[config.mk]
export PLATFORM = sky130hd
export DESIGN_NAME = systolic_seq_ctrl
export DESIGN_NICKNAME = d
export VERILOG_FILES = /design/src/rtl/systolic_seq_ctrl.sv
export SDC_FILE = /design/constraint.sdc
export NUM_CORES = 1
export LEC_CHECK = 0
export ABC_AREA = 1
export CAP_MARGIN = 0
export CORE_MARGIN = 4
export CORE_UTILIZATION = 41
export DETAILED_ROUTE_END_ITERATION = 8
export GPL_TIMING_DRIVEN = 0
export MAX_ROUTING_LAYER = met4
export SKIP_LAST_GASP = 1
export SYNTH_ARGS = -nofsm -noshare
export SYNTH_HDL_FRONTEND = slang
export SYNTH_SLANG_ARGS = --single-unit
[constraint.sdc]
create_clock -name clk -period 2.2 [get_ports clk]
set_input_delay 0.22 -clock clk [delete_from_list [all_inputs] [get_ports clk]]
set_output_delay 0.22 -clock clk [all_outputs]
set_load 0.05 [all_outputs]
[src/rtl/systolic_seq_ctrl.sv]
// Sequencer for an N x N systolic array of BF16 PE tiles.
// A job clears the accumulators, streams k_len operand beats with per-lane skew,
// flushes the wavefront through the array, then walks the result rows out.
// Optional feature: define SYSTOLIC_SEQ_ABORT_EN to add the abort/aborted ports.
module systolic_seq_ctrl #(
  parameter int unsigned N      = 4,
  parameter int unsigned KW     = 8,
  parameter int unsigned ADDR_W = 8
) (
  input  logic                 clk,
  input  logic                 rst_n,
  input  logic                 start,
  input  logic [KW-1:0]        k_len,
  input  logic                 stall,
  output logic                 busy,
  output logic                 done,
  output logic                 arr_clear,
  output logic                 a_rd_en,
  output logic                 b_rd_en,
  output logic [ADDR_W-1:0]    rd_addr,
  output logic [N-1:0]         lane_valid,
  output logic                 res_capture,
  output logic [$clog2(N)-1:0] res_row
`ifdef SYSTOLIC_SEQ_ABORT_EN
  ,
  input  logic                 abort,
  output logic                 aborted
`endif
);

  localparam int unsigned RowW  = $clog2(N);
  localparam int unsigned SkewW = $clog2(2 * N - 1);

  localparam logic [SkewW-1:0] SkewLast = SkewW'(2 * N - 3);
  localparam logic [RowW-1:0]  RowLast  = RowW'(N - 1);

  typedef enum logic [2:0] {
    StIdle,
    StClear,
    StFeed,
    StSkew,
    StDrain,
    StDone
  } state_e;

  state_e             state_q, state_d;
  logic [KW-1:0]      klen_q, klen_d;
  logic [KW-1:0]      beat_q, beat_d;
  logic [SkewW-1:0]   skew_q, skew_d;
  logic [RowW-1:0]    row_q, row_d;

  logic               busy_q;
  logic               done_q;
  logic               clear_q;
  logic               rd_en_q;
  logic               cap_q;
  logic [ADDR_W-1:0]  rd_addr_q, rd_addr_d;
  logic [RowW-1:0]    res_row_q, res_row_d;
  logic [N-1:0]       lane_q, lane_d;
  logic               aborted_q;

  logic               hold;
  logic               abort_req;
  logic               abort_hit;

`ifdef SYSTOLIC_SEQ_ABORT_EN
  assign abort_req = abort;
`else
  assign abort_req = 1'b0;
`endif

  // Stall only freezes the streaming phases; CLEAR and DONE always advance.
  assign hold = stall & ((state_q == StFeed) | (state_q == StSkew) | (state_q == StDrain));

  // Abort is honoured everywhere except IDLE (nothing to cancel) and DONE (already finished).
  assign abort_hit = abort_req & (state_q != StIdle) & (state_q != StDone);

  // Next-state and counter logic.
  always_comb begin
    state_d = state_q;
    klen_d  = klen_q;
    beat_d  = beat_q;
    skew_d  = skew_q;
    row_d   = row_q;

    if (abort_hit) begin
      state_d = StIdle;
    end else begin
      unique case (state_q)
        StIdle: begin
          if (start) begin
            klen_d  = k_len;
            state_d = StClear;
          end
        end
        StClear: begin
          state_d = (klen_q == '0) ? StDone : StFeed;
        end
        StFeed: begin
          if (!stall) begin
            if (beat_q == klen_q - KW'(1)) begin
              state_d = StSkew;
            end else begin
              beat_d = beat_q + KW'(1);
            end
          end
        end
        StSkew: begin
          if (!stall) begin
            if (skew_q == SkewLast) begin
              state_d = StDrain;
            end else begin
              skew_d = skew_q + SkewW'(1);
            end
          end
        end
        StDrain: begin
          if (!stall) begin
            if (row_q == RowLast) begin
              state_d = StDone;
            end else begin
              row_d = row_q + RowW'(1);
            end
          end
        end
        StDone: begin
          state_d = StIdle;
        end
        default: begin
          state_d = StIdle;
        end
      endcase
    end

    // Every state starts its count from zero.
    if (state_d != state_q) begin
      beat_d = '0;
      skew_d = '0;
      row_d  = '0;
    end
  end

  // Address and row outputs are only meaningful in their own phase; zero elsewhere.
  always_comb begin
    rd_addr_d = '0;
    res_row_d = '0;
    if (state_d == StFeed) begin
      rd_addr_d = ADDR_W'(beat_d);
    end
    if (state_d == StDrain) begin
      res_row_d = row_d;
    end
  end

  // Skew shift register: bit 0 takes this cycle's read strobe, higher bits trail by one lane each.
  always_comb begin
    lane_d = lane_q;
    if (state_d == StIdle) begin
      lane_d = '0;
    end else if (!hold) begin
      lane_d = {lane_q[N-2:0], rd_en_q};
    end
  end

  // State and counter registers.
  always_ff @(posedge clk or negedge rst_n) begin
    if (!rst_n) begin
      state_q <= StIdle;
      klen_q  <= '0;
      beat_q  <= '0;
      skew_q  <= '0;
      row_q   <= '0;
    end else begin
      state_q <= state_d;
      klen_q  <= klen_d;
      beat_q  <= beat_d;
      skew_q  <= skew_d;
      row_q   <= row_d;
    end
  end

  // Output registers, decoded from the upcoming state so they line up with it.
  always_ff @(posedge clk or negedge rst_n) begin
    if (!rst_n) begin
      busy_q    <= 1'b0;
      done_q    <= 1'b0;
      clear_q   <= 1'b0;
      rd_en_q   <= 1'b0;
      cap_q     <= 1'b0;
      rd_addr_q <= '0;
      res_row_q <= '0;
      lane_q    <= '0;
      aborted_q <= 1'b0;
    end else begin
      busy_q    <= (state_d != StIdle);
      done_q    <= (state_d == StDone);
      clear_q   <= (state_d == StClear);
      rd_en_q   <= (state_d == StFeed);
      cap_q     <= (state_d == StDrain);
      rd_addr_q <= rd_addr_d;
      res_row_q <= res_row_d;
      lane_q    <= lane_d;
      aborted_q <= abort_hit;
    end
  end

  // A stalled cycle must not consume a beat or write a row, so strobes are masked by stall.
  assign busy        = busy_q;
  assign done        = done_q;
  assign arr_clear   = clear_q;
  assign a_rd_en     = rd_en_q & ~hold;
  assign b_rd_en     = rd_en_q & ~hold;
  assign rd_addr     = rd_addr_q;
  assign lane_valid  = lane_q;
  assign res_capture = cap_q & ~hold;
  assign res_row     = res_row_q;

`ifdef SYSTOLIC_SEQ_ABORT_EN
  assign aborted = aborted_q;
`else
  logic unused_aborted;
  assign unused_aborted = aborted_q;
`endif

endmodule

==> impl_metrics.ini <==
[finish]
fin_area_um2 = 3033
fin_util_pct = 57.55
layout_common_cells = 74 x nand2_1, 46 x inv_1, 42 x dfrtp_1
final_common_cell = nand2_1
fin_cells = 411
syn_to_final_growth_pct = 32.10
final_net_count = 357
drive_gt1_share_pct = 19.65
n_antenna_cell = 0

[global_routing]
grt_first_pass_wirelength_mm = 8.507
grt_pass1_vias = 1851
antenna_found_initial = 0
gr-total-overflow = 0
track_usage_pct = 15.69
grt_max_degree = 24

[power_and_ir_drop]
switching_share_pct = 48.34
p_comb_share_pct = 58.3
vdd_drop_max_uv = 573.6
cellPowerDensity_nw_per_um2 = 1308
p_int_mw = 2.050
p_total_mw = 3.967
switchingPower_mw = 1.918
p_leak_nw = 1.463
clock_power_share_pct = 12.5
seq_power_share_pct = 29.2

[place]
port-buffer-count = 31
place_area_um2 = 2716
globalplace.congestion = 0.8826
dp_hpwl_mm = 3.718
placed_cells = 395

[worst_setup_path]
cp-start-kind = flip-flop
rrSetupSlack_ns = 0.03
reg2reg_depth = 17
endpoint_kind = flip-flop
path_max_fanout = 5
crit_required_ns = 2.43
crit_arrival_ns = 2.41
crit_type = flip-flop to flip-flop

[floorplanning]
core_um2 = 5270
rows = 26
die_x_um = 82.83
io-pin-count = 32
start_util_pct = 43.57
die_area_um2 = 6861
die_height_um = 82.83

[route]
vias_per_cell = 4.606
drt_wl_total_mm = 5.114
wl_per_cell_um = 12.44
drtAntennaViolNets = 0
post-route-drc-count = 0
drt_iter0_drc = 158
first_pass_iters = 4
dr_total_vias = 1893

[synth]
yosys_warnings = 0
synth_top_family_by_area = simple AND/OR/NAND/NOR gates
synth-simple-area-share_pct = 32.32
ys_seq_area_share_pct = 46.87
synthAdderAreaFrac_pct = 2.725
synth_area_um2 = 2296
synth_compound_area_share_pct = 4.796
netlist_instances = 293
ys_ff_latch = 43
synth-xor-area-share_pct = 3.815
ys_types = 25
synth_nets = 310
muxShareOfSynthArea_pct = 0
postSynthAreaPerCell_um2 = 7.836

[clocking]
clk_pin_slew_ns = 0.08
clk_path_buf_depth = 2
htree_levels = 2
insertion_delay_ns = 0.30
cts_tree = yes
cts_inserted_buffers = 5
ctsRootBufferMaster = clkbuf_8
cts.sinks = 43

[timing]
slew_viol_final = 0
fin_crit_ns = 2.175
fin_crit_sh_pct = 98.84
slew_headroom_pct = 62.08
tightest_slew_ns = 0.5689
fin_worst_skew_ns = 0.004459
rsz0062_at_grt = true
setup_viol = 0
fmaxAchievable_mhz = 459.9
hold_viol = 0

[status]
status = completed

[worst_hold_path]
hold_class = input port to async pin

[run]
maxCapViolCount = 0
final cells by class:
class | count | area (um^2)
multi-input combinational | 196 | 1159
fill | 500 | 2237
clock buffer | 6 | 72.57
inverter | 52 | 195.2
sequential | 43 | 1077
tap | 70 | 87.58
buffer | 3 | 31.28
timing repair buffer | 39 | 397.9
clock inverter | 2 | 12.51
cell families (layout without fill, tap and decap cells):
| logic type | count (synthesis) | after routing |
|---|---|---|
| buf+inv | 55 | 102 |
| flops | 43 | 43 |
| fa+ha+maj | 5 | 5 |
| simple gates | 160 | 161 |
| xor+xnor | 10 | 10 |
| compound gates | 20 | 20 |
path summary, 6_finish.rpt:
path                                           start                         to
max in group asynchronous                      rst_n      skew_q[0]$_DFFE_PN0P_
setup / recovery               klen_q[0]$_DFFE_PN0P_         row_q[1]$_DFF_PN0_
setup reg to reg               klen_q[0]$_DFFE_PN0P_         row_q[1]$_DFF_PN0_
min in group clk                            k_len[5]      klen_q[5]$_DFFE_PN0P_
hold reg to reg            lane_valid[1]$_DFFE_PN0P_  lane_valid[2]$_DFFE_PN0P_
hold / removal                                 rst_n        beat_q[3]$_DFF_PN0_
state kept, by name, summed over array words and instances (netlist names):
register / cells
klen_q: 8
arr_clear: 1
rd_addr: 8
res_row: 2
skew_q: 3
lane_valid: 4
busy: 1
state_q: 3
done: 1
row_q: 2
cap_q: 1
rd_en_q: 1
beat_q: 8
worst max-delay path, stage by stage, from the launching register on:
cell,delay [ns]
dfrtp_1,0.38
inv_2,0.06
ha_4,0.26
inv_2,0.03
nand2_2,0.05
nand2_1,0.04
nor2_1,0.11
nand2_1,0.07
nor2_2,0.12
nand2_2,0.08
nor2_4,0.16
nand3_4,0.10
nand2_4,0.12
nand2_4,0.07
nand2_4,0.11
nand2_8,0.08
clkbuf_16,0.17
nor2_2,0.08
routing by layer:
| layer | up-vias | share of wire (%) | GRT usage, % |
|---|---|---|---|
| li1 | 992 | - | - |
| met1 | 868 | 49 | 19.92 |
| met2 | 29 | 46 | 25.29 |
| met3 | 4 | 4.0 | 2.772 |
| met4 | 0 | 1.0 | 5.498 |
| met5 | - | 0 | - |
power by group through the flow:
stage / clock network [mW] / logic, mW / registers (mW)
3_5_place_dp: 0 / 1.86 / 1.16
3_3_place_gp: 0 / 1.83 / 1.16
4_1_cts: 0.517 / 1.95 / 1.15
5_1_grt: 0.552 / 2.57 / 1.19
2_1_floorplan: 0 / 1.20 / 1.33
6_report: 0.498 / 2.31 / 1.16
per-stage QoR:
step                      TNS, ns  hold WS (ns)  worst slack, ns
after floorplan                 0      -0.07559           0.1022
after global placement     -13.08        0.5468          -0.5378
after detailed placement   -2.470        0.2442          -0.5383
after CTS                       0        0.4445         0.004631
after global routing       -1.216        0.4490         -0.09984
final                           0        0.4392          0.02547
repair_timing:
| item | 4_1_cts | 5_1_grt |
|---|---|---|
| hold buffers | 1 | 0 |
| gates resized for setup | 14 | 27 |
| cloned | 0 | 2 |
| endpoints found under the setup margin | 24 | 30 |
| pin swaps | 1 | 9 |
| hold endpoints to repair | 22 | 0 |
| buffers inserted | 2 | 3 |
synthesized netlist by cell type:
library cell  count  area, um^2
buf_4             1       7.510
nand3_2           1       10.01
nor3_1           14       70.07
a21oi_1           1       5.000
xnor2_1           4       35.03
xor2_1            6       52.55
nor2_4            3       33.78
a31oi_1           1       6.260
dfrtp_1          43        1076
o21ai_0          15       75.07
buf_6             1       11.26
a21oi_2           1       8.760
inv_1            49       183.9
nor2_2           13       81.33
nand2_4           2       22.52
nor2_1           20       75.07
ha_1              5       62.56
inv_2             3       11.26
nand4_1           3       18.77
nand3_1          20       100.1
nand2_1          78       292.8
or2_2             1       6.260
o211ai_1          2       15.01
nand2_2           5       31.28
clkbuf_1          1       3.750
(Power assumes the default switching activity.)
